## config.mk

```make
export PLATFORM = sky130hd
export DESIGN_NAME = score_keeper
export DESIGN_NICKNAME = d
export VERILOG_FILES = /design/src/rtl/pong_pkg.sv /design/src/rtl/score_keeper_rise_detect.sv /design/src/rtl/score_keeper.sv
export SDC_FILE = /design/constraint.sdc
export NUM_CORES = 1
export LEC_CHECK = 0
export CORE_MARGIN = 4
export CORE_UTILIZATION = 59
export CTS_BUF_LIST = sky130_fd_sc_hd__clkbuf_16
export DETAILED_ROUTE_END_ITERATION = 12
export GPL_TIMING_DRIVEN = 0
export PLACE_DENSITY = 0.84
export SLEW_MARGIN = 40
export SYNTH_ARGS = -nofsm -noshare
export SYNTH_HDL_FRONTEND = slang
export SYNTH_SLANG_ARGS = --single-unit
```

## constraint.sdc

```tcl
create_clock -name clk -period 5.63 [get_ports clk]
set_clock_uncertainty 0.15 [all_clocks]
set_input_delay 0.563 -clock clk [delete_from_list [all_inputs] [get_ports clk]]
set_output_delay 0.563 -clock clk [all_outputs]
set_load 0.01 [all_outputs]
```

## src/rtl/pong_pkg.sv

```systemverilog
// Shared match-control types for the pong score keeper and its helpers.
// Latency: n/a (types and constants only).
// Backpressure: n/a.
package pong_pkg;

  typedef enum logic [1:0] {
    IDLE  = 2'd0,
    SERVE = 2'd1,
    PLAY  = 2'd2,
    OVER  = 2'd3
  } match_state_t;

  // Side encoding shared by serve_dir and winner.
  localparam logic SIDE_LEFT  = 1'b0;
  localparam logic SIDE_RIGHT = 1'b1;

endpackage

```

## src/rtl/score_keeper_rise_detect.sv

```systemverilog
// One-bit rising-edge detector: remembers last cycle's input, flags 0->1.
// Latency: rise is combinational from din against the registered history.
// Backpressure: none; history updates every cycle.
// Ports: clk, reset (sync, active-high), din (level in), rise (edge strobe out).
module rise_detect (
  input  logic clk,
  input  logic reset,
  input  logic din,
  output logic rise
);

  logic prev;

  always_ff @(posedge clk) begin
    if (reset) prev <= 1'b0;
    else       prev <= din;
  end

  assign rise = din & ~prev;

endmodule

```

## src/rtl/score_keeper.sv

```systemverilog
// Match control for pong: scores, serve delay, point and game-over sequencing.
// Latency: score edge or start sampled at edge N takes effect after edge N.
// Backpressure: none; score/start inputs outside their active states are dropped.
// Ports: clk, reset (sync, active-high), tick (frame strobe), start,
//        score_left/score_right (from ball), ball_reset (to ball),
//        score_l/score_r, serve_dir, game_over, winner.
module score_keeper
  import pong_pkg::*;
#(
  parameter int WIN_SCORE   = 7,
  parameter int SCORE_W     = 4,
  parameter int SERVE_TICKS = 60
) (
  input  logic               clk,
  input  logic               reset,
  input  logic               tick,
  input  logic               start,
  input  logic               score_left,
  input  logic               score_right,
  output logic               ball_reset,
  output logic [SCORE_W-1:0] score_l,
  output logic [SCORE_W-1:0] score_r,
  output logic               serve_dir,
  output logic               game_over,
  output logic               winner
);

  // Counter must hold SERVE_TICKS because it keeps incrementing on the last tick.
  localparam int CNT_W = (SERVE_TICKS < 2) ? 1 : $clog2(SERVE_TICKS + 1);
  localparam logic [CNT_W-1:0]   CNT_LAST = CNT_W'(SERVE_TICKS - 1);
  localparam logic [SCORE_W-1:0] WIN_VAL  = SCORE_W'(WIN_SCORE);

  match_state_t       state, nxt_state;
  logic [CNT_W-1:0]   cnt, nxt_cnt;
  logic [SCORE_W-1:0] sl_q, sr_q, nxt_sl, nxt_sr;
  logic               dir_q, nxt_dir;
  logic               over_q, nxt_over;
  logic               win_q, nxt_win;
  logic               ball_reset_q;
  logic               rise_l, rise_r;

  // Edge history runs in every state so a level held through SERVE is not
  // seen as a fresh point once PLAY begins.
  rise_detect u_rise_l (
    .clk   (clk),
    .reset (reset),
    .din   (score_left),
    .rise  (rise_l)
  );

  rise_detect u_rise_r (
    .clk   (clk),
    .reset (reset),
    .din   (score_right),
    .rise  (rise_r)
  );

  // State and datapath registers.
  always_ff @(posedge clk) begin
    if (reset) begin
      state        <= IDLE;
      cnt          <= '0;
      sl_q         <= '0;
      sr_q         <= '0;
      dir_q        <= SIDE_LEFT;
      over_q       <= 1'b0;
      win_q        <= SIDE_LEFT;
      ball_reset_q <= 1'b1;
    end else begin
      state        <= nxt_state;
      cnt          <= nxt_cnt;
      sl_q         <= nxt_sl;
      sr_q         <= nxt_sr;
      dir_q        <= nxt_dir;
      over_q       <= nxt_over;
      win_q        <= nxt_win;
      // Registered so the ball sees a clean level; only PLAY releases it.
      ball_reset_q <= (nxt_state != PLAY);
    end
  end

  // Next-state and next-datapath logic.
  always_comb begin
    nxt_state = state;
    nxt_cnt   = cnt;
    nxt_sl    = sl_q;
    nxt_sr    = sr_q;
    nxt_dir   = dir_q;
    nxt_over  = over_q;
    nxt_win   = win_q;
    unique case (state)
      IDLE: begin
        if (start) begin
          nxt_state = SERVE;
          nxt_sl    = '0;
          nxt_sr    = '0;
          nxt_cnt   = '0;
        end
      end
      SERVE: begin
        if (tick) begin
          nxt_cnt = cnt + CNT_W'(1);
          if (cnt == CNT_LAST) nxt_state = PLAY;
        end
      end
      PLAY: begin
        if (rise_l && rise_r) begin
          // Simultaneous points cancel: replay the serve, nobody scores.
          nxt_state = SERVE;
          nxt_cnt   = '0;
        end else if (rise_l) begin
          nxt_sl  = sl_q + SCORE_W'(1);
          nxt_dir = SIDE_RIGHT;
          if (nxt_sl == WIN_VAL) begin
            nxt_state = OVER;
            nxt_over  = 1'b1;
            nxt_win   = SIDE_LEFT;
          end else begin
            nxt_state = SERVE;
            nxt_cnt   = '0;
          end
        end else if (rise_r) begin
          nxt_sr  = sr_q + SCORE_W'(1);
          nxt_dir = SIDE_LEFT;
          if (nxt_sr == WIN_VAL) begin
            nxt_state = OVER;
            nxt_over  = 1'b1;
            nxt_win   = SIDE_RIGHT;
          end else begin
            nxt_state = SERVE;
            nxt_cnt   = '0;
          end
        end
      end
      OVER: begin
        if (start) begin
          nxt_state = SERVE;
          nxt_sl    = '0;
          nxt_sr    = '0;
          nxt_over  = 1'b0;
          nxt_win   = SIDE_LEFT;
          nxt_cnt   = '0;
        end
      end
      default: nxt_state = IDLE;
    endcase
  end

  // Outputs straight from registers.
  always_comb begin
    ball_reset = ball_reset_q;
    score_l    = sl_q;
    score_r    = sr_q;
    serve_dir  = dir_q;
    game_over  = over_q;
    winner     = win_q;
  end

endmodule

```

==> metrics, run 1 <==
class of the tightest hold or removal check flop to flop; hold-critical path endpoint serve_dir$_SDFFE_PP0P_; final max-slew violation count 0; horizontal extent of the die 58.4 um; met1 routing resource usage after global routing a little under a third; RSZ-0062 raised after global routing false; Die Area 3410 um^2; Setup crit end kind flop; family of cells with the greatest summed delay on the critical path compound AO/OA/AOI/OAI gates; PD cells 208 nW/um^2; Mean Syn Cell Area 8.28 um^2; cell count of the worst hold path 2; first-pass detailed-route iteration total 4; clock latency at the later pin of the worst-skew pair 0.25 ns; global-route wire length before repair 6110 um; GR peak layer met2; actual transition at the worst max-transition pin between 0.4 and 0.5 ns; synthesized net count 199; number of buffers inserted by post-CTS setup repair 0; Max Fclk 371 MHz; fraction of layout cells with a size suffix above 1 7.96%; floorplan row count 18; cell-by-cell trace of the critical path clkdlybuf4s50_1, nand2b_1, inv_1, ha_1, or3b_1, a211o_1, o21ai_0, a21oi_1; data required time of the critical path around 5.6 ns; final setup TNS 0 ns; run status completed; met3 layer usage reported by global route under 10%; count of instances resized after the clock tree is built 0; clock tree from TritonCTS yes; maximum number of buffers from clock root to sink 2; launch point of the worst hold path serve_dir$_SDFFE_PP0P_; Leakage Power between 0.6 and 0.7 nW; die extent in y 58.4 um; combinational power share 17.0%; all-layer global routing usage roughly 22%; normalized max-slew margin 67.7%; DRC violation count after routing 0; net count reported at finish 221; pre-CTS setup slack between 2 and 3 ns; Min Clock Period, post-route 2.70 ns; count of yosys warnings during synthesis 0; reg-to-reg slack, setup 3.36 ns; DR vias/cell between 6 and 7; Max Cap Violations 0; count of buffers from port buffering 17; total clock sinks 22; number of antenna violations at the first check in global routing 0; Seq pwr share 43.6%; count of endpoints failing hold in the final timing report 0; library cell used as clock root buffer clkbuf_16; flip-flop cell with the highest count after synthesis dfxtp_1; number of setup violations in the final report 0; FILL cells ~190; power after layout between 300 and 400 uW; FF+latch count, synth 22; CTS buffer count 3; via count of the first global-routing pass about 1400; cell internal power dissipation 277 uW; total inserted antenna cells 0; synthesized instance count 181; P&R area growth vs syn 18.9%; final RePlAce weighted congestion just under 0.9; capture point of the worst reg-to-reg path score_l[2]$_SDFFE_PP0P_; buffers and inverters on the worst path 2; cell with the largest stage delay on the worst path clkdlybuf4s50_1; portion of the post-synthesis area used by sequential elements 29.4%; GR Overflow Total 0; switching part of the total power 25.3%; delay contributed by the slowest stage of the critical path 0.42 ns; utilization of the core after routing 72.6%; IO Count 18; floorplan core area 2450 um^2; Post-DRT Antenna Nets 0; Routed WL per cell 14.9 um; Clk pin slew, worst setup/hold paths 0.06 ns; NetSw 93.8 uW; VDD IR max approximately 0.14 mV; HPWL after detailed placement 2490 um; # H-tree levels 1; worst r2r src u_rise_r.prev$_SDFF_PP0_; count of flip-flops with a built-in enable after synthesis 0; grt met2 use 35.4%; maximum net fanout on the critical path 7; crit path launch type primary input; part of the power in the clock network 39.4%; Levels on crit path 8; Critical Setup Path Class primary input to flop; Worst Path Arrival 2.67 ns; initial cell density of the core ~61%; count of vias placed by the detailed router 1410; starting DRC count in detailed routing roughly 50; depth of the most critical reg-to-reg path 7; Worst Setup Slack, final between 2 and 3 ns; share of the clock period used by the worst path 47.9%; Async S/R FF share, synth 0%; cts-stage hold buffer count 0; final wirelength 3440 um; count of unique library cells instantiated by Yosys 44; largest net degree at the start of global routing 12; synthesized cell area 1500 um^2
[final cells by class]
cell class / count / area [um^2] / area share [%]
Sequential cell: 22 / 440 / 24.7
Buffer: 5 / 20.0 / 1.12
Timing Repair Buffer: 17 / 170 / 9.55
Clock buffer: 3 / 75.1 / 4.21
Inverter: 17 / 66.3 / 3.72
Multi-Input combinational cell: 137 / 972 / 54.6
Tap cell: 30 / 37.5 / 2.11
[synthesized netlist by cell type (2+ instances only)]
cell type  number  share of area (%)
or4_1           3                1.5
nand3_1         9                3.0
nor3_1          4                1.3
nand4_1         2               0.83
o21ai_0         9                3.0
nand2_1        19                4.8
ha_1           12                 10
a211oi_1        4                2.0
nor2b_1         7                2.9
nor2_1         11                2.8
mux2i_1         4                2.7
and4_1          2                1.2
and2b_1         2                1.0
o32ai_1         4                2.3
a211o_1         2                1.2
clkbuf_1        3               0.75
a211oi_2        2                1.7
a21oi_1        11                3.7
or3_1           4                1.7
a31oi_1         4                1.7
dfxtp_1        22                 29
inv_1          16                4.0
nand2b_1        3                1.3
or2_2           2               0.83
[logic make-up (layout without fill, tap and decap cells)]
kind of cell,after synthesis,in the layout,synth area share (%)
fa+ha+maj,12,12,10.0
buf+inv,22,42,5.76
compound gates,48,48,26.4
mux,4,4,2.67
flops,22,22,29.4
simple gates,73,73,25.8
[placed cells by master (no fill, tap or decap), types with 7 or more instances in the layout]
cell type	n
nand3_1	9
nor2_1	11
a21oi_1	11
nor2b_1	7
dfxtp_1	22
inv_1	16
clkdlybuf4s50_1	17
o21ai_0	9
ha_1	12
nand2_1	19
[metal layers]
metal,up-vias,share of wire (%)
met2,34,48
met4,0,2.0
met5,-,0
met1,673,46
li1,693,-
met3,10,3.5
[per-stage QoR]
step           area (um^2)  cells  hold WS, ns
3_3_place_gp          1710    228        0.297
3_5_place_dp          1710    228        0.308
5_1_grt               1780    231        0.360
6_report              1780    231        0.311
4_1_cts               1780    231        0.320
2_1_floorplan         1500    181        0.305
[power groups by stage]
stage,clock network (mW),registers [mW],logic (mW)
4_1_cts,0.149,0.162,0.0624
5_1_grt,0.155,0.162,0.0688
3_3_place_gp,0,0.165,0.0599
3_5_place_dp,0,0.165,0.0615
6_report,0.146,0.162,0.0630
2_1_floorplan,0,0.165,0.0453
[state kept, by name (all words and copies together), names as in the netlist]
register,count
game_over,1
u_rise_l.prev,1
score_l,4
u_rise_r.prev,1
winner,1
score_r,4
cnt,6
state,2
serve_dir,1
ball_reset,1
[worst reg2reg max path, delay by kind of cell, from the launching register on]
kind	cells	cell delay (ns)
flops	1	0.30
buf+inv	1	0.14
compound gates	3	0.65
simple gates	2	0.61
fa+ha+maj	1	0.30
[how the worst max path moves through the flow]
stage,start,to,slack (ns)
2_1_floorplan,score_right,score_l[2]$_SDFFE_PP0P_,3.30
3_5_place_dp,score_right,score_l[3]$_SDFFE_PP0P_,2.68
6_report,score_right,score_l[2]$_SDFFE_PP0P_,2.93
3_3_place_gp,score_right,score_l[2]$_SDFFE_PP0P_,2.74
5_1_grt,score_right,score_l[3]$_SDFFE_PP0P_,2.74
4_1_cts,score_right,score_l[3]$_SDFFE_PP0P_,2.94
Power figures use the tool's default switching activity.
==> run 2, diff against run 1 <==
--- a/config.mk
+++ b/config.mk
@@ -6,11 +6,11 @@
 export NUM_CORES = 1
 export LEC_CHECK = 0
 export CORE_MARGIN = 4
-export CORE_UTILIZATION = 59
+export CORE_UTILIZATION = 55
 export CTS_BUF_LIST = sky130_fd_sc_hd__clkbuf_16
 export DETAILED_ROUTE_END_ITERATION = 12
 export GPL_TIMING_DRIVEN = 0
-export PLACE_DENSITY = 0.84
+export PLACE_DENSITY = 0.79
 export SLEW_MARGIN = 40
 export SYNTH_ARGS = -nofsm -noshare
 export SYNTH_HDL_FRONTEND = slang
==> constraint.sdc (replaced) <==
create_clock -name clk -period 2.7 [get_ports clk]
set_clock_uncertainty 0.15 [all_clocks]
set_input_delay 0.27 -clock clk [delete_from_list [all_inputs] [get_ports clk]]
set_output_delay 0.27 -clock clk [all_outputs]
set_load 0.01 [all_outputs]
==> run 2 against run 1 <==
  * Hold slack better by 0.0029 ns
  * Clock-buffer cell count unchanged
  * Critical path depth unchanged
  * Design area up 0.21%
  * Clock power up 120%
  * Final cell count up 0.43%
  * Sequential power up 110%
  * Sequential share of layout area down 0.052 points
  * Die area up 6.3%
==> metrics, run 2 (synthesis gave the netlist of run 1 again) <==
total inserted antenna cells 0; # H-tree levels 1; Inst Count DP 228; flip-flop count of the largest register after layout 6; data required time of the critical path 2.67 ns; final setup TNS 0 ns; area used by multi-input combinational logic ~1000 um^2; Critical Setup Path Class primary input to flop; final wirelength 3380 um; Setup crit end kind flop; cell-by-cell trace of the critical path clkdlybuf4s50_1, nand2b_1, inv_1, ha_1, or3b_1, a211o_1, o21ai_0, a21oi_1; number of setup violations in the final report 0; floorplan row count 18; combinational power share between 10% and 20%; global-route wire length before repair 5800 um; normalized max-slew margin 67.9%; switching part of the total power 26.2%; register with the highest flop count cnt; reg-to-reg slack, setup 0.41 ns; GR Overflow Total 0; floorplan core area 2540 um^2; Register Area 440 um^2; share of the clock period used by the worst path 89.1%; Post-DRT Antenna Nets 0; final RePlAce weighted congestion 0.848; cts-stage hold buffer count 0; all-layer global routing usage between 20% and 30%; horizontal extent of the die 60.2 um; number of antenna violations at the first check in global routing 0; IO Count 18; DRC violation count after routing 0; Routed WL per cell 14.6 um; delay contributed by the slowest stage of the critical path 0.42 ns; class of the tightest hold or removal check flop to flop; Leakage Power 0.692 nW; part of the power in the clock network 40.3%; Min Clock Period, post-route 2.40 ns; clock latency at the later pin of the worst-skew pair 0.26 ns; count of vias placed by the detailed router 1405; count of endpoints failing hold in the final timing report 0; largest net degree at the start of global routing 13; most used cells in the layout excluding fill and tap cells 22 x dfxtp_1, 19 x nand2_1, 17 x clkdlybuf4s50_1; maximum number of buffers from clock root to sink 2; Max Fclk 416 MHz; Final Instance Area 1790 um^2; Die Area 3620 um^2; power after layout 786 uW; via count of the first global-routing pass 1284; NetSw 206 uW; Seq pwr share 42.9%; total clock sinks 22; cell with the largest stage delay on the worst path clkdlybuf4s50_1; P&R area growth vs syn 19.1%; commonest non-fill, non-tap cell in the layout dfxtp_1; crit path launch type primary input; HPWL after detailed placement around 2600 um; maximum net fanout on the critical path 7; cell internal power dissipation 581 uW; number of buffers inserted by post-CTS setup repair 0; library cell used as clock root buffer clkbuf_16; DR vias/cell ~6; starting DRC count in detailed routing 58; number of standard cells in the layout, taps in and fillers out 232; Max Cap Violations 0; initial cell density of the core 58.9%; worst hold slack after final layout 0.314 ns; CTS buffer count 3; fraction of layout cells with a size suffix above 1 7.92%; count of buffers from port buffering 17; Clk pin slew, worst setup/hold paths 0.06 ns; placed instance area 1710 um^2; final max-slew violation count 0; first-pass detailed-route iteration total 5; clock tree from TritonCTS yes; net count reported at finish roughly 220; die extent in y 60.2 um; actual transition at the worst max-transition pin 0.481 ns; PD cells 440 nW/um^2; Worst Path Arrival 2.38 ns; VDD IR max 0.336 mV; run status completed; RSZ-0062 raised after global routing false; count of instances resized after the clock tree is built 0; FILL cells 197
[run 2: routing by layer]
metal  up-vias  global-route usage, %  part of all wire [%]
li1        690                      -                     -
met1       650                   29.9                    48
met2        60                   31.3                    45
met3         5                   2.38                   5.8
met4         0                   5.70                  0.77
met5         -                      0                     0
[run 2: final timing paths]
check / startpoint / endpoint / depth (start not counted)
worst max register to register: u_rise_r.prev$_SDFF_PP0_ / score_l[3]$_SDFFE_PP0P_ / 7
worst min register to register: serve_dir$_SDFFE_PP0P_ / serve_dir$_SDFFE_PP0P_ / 2
worst min-delay path: serve_dir$_SDFFE_PP0P_ / serve_dir$_SDFFE_PP0P_ / 2
worst max-delay path: score_right / score_l[3]$_SDFFE_PP0P_ / 8
[run 2: worst max-delay path, delay by kind of cell]
| family | cells | cell delay (ns) |
|---|---|---|
| AO/OA/AOI/OAI | 3 | 0.66 |
| adder cells (fa/ha/maj) | 1 | 0.30 |
| buffers and inverters | 2 | 0.55 |
| AND/OR/NAND/NOR | 2 | 0.58 |
[run 2: power by group through the flow]
| stage | Combinational (mW) | Clock, mW | Sequential, mW |
|---|---|---|---|
| 6_report | 0.132 | 0.317 | 0.337 |
| 3_5_place_dp | 0.131 | 0 | 0.344 |
| 3_3_place_gp | 0.125 | 0 | 0.344 |
| 4_1_cts | 0.131 | 0.319 | 0.337 |
| 2_1_floorplan | 0.0944 | 0 | 0.343 |
| 5_1_grt | 0.144 | 0.335 | 0.338 |
[run 2: cell type report]
class / count / area share (%)
Multi-Input combinational cell: 137 / 54.4
Sequential cell: 22 / 24.7
Timing Repair Buffer: 17 / 9.53
Clock buffer: 3 / 4.20
Inverter: 17 / 3.71
Tap cell: 30 / 2.10
Buffer: 5 / 1.12
Clock inverter: 1 / 0.210
[run 2: stage by stage]
stage                     setup slack, ns  utilization [%]
final                               0.295             70.2
after global routing                0.116             70.2
after CTS                           0.292             70.2
after detailed placement           0.0252             67.1
after global placement              0.104             67.1
after floorplan                     0.617                -
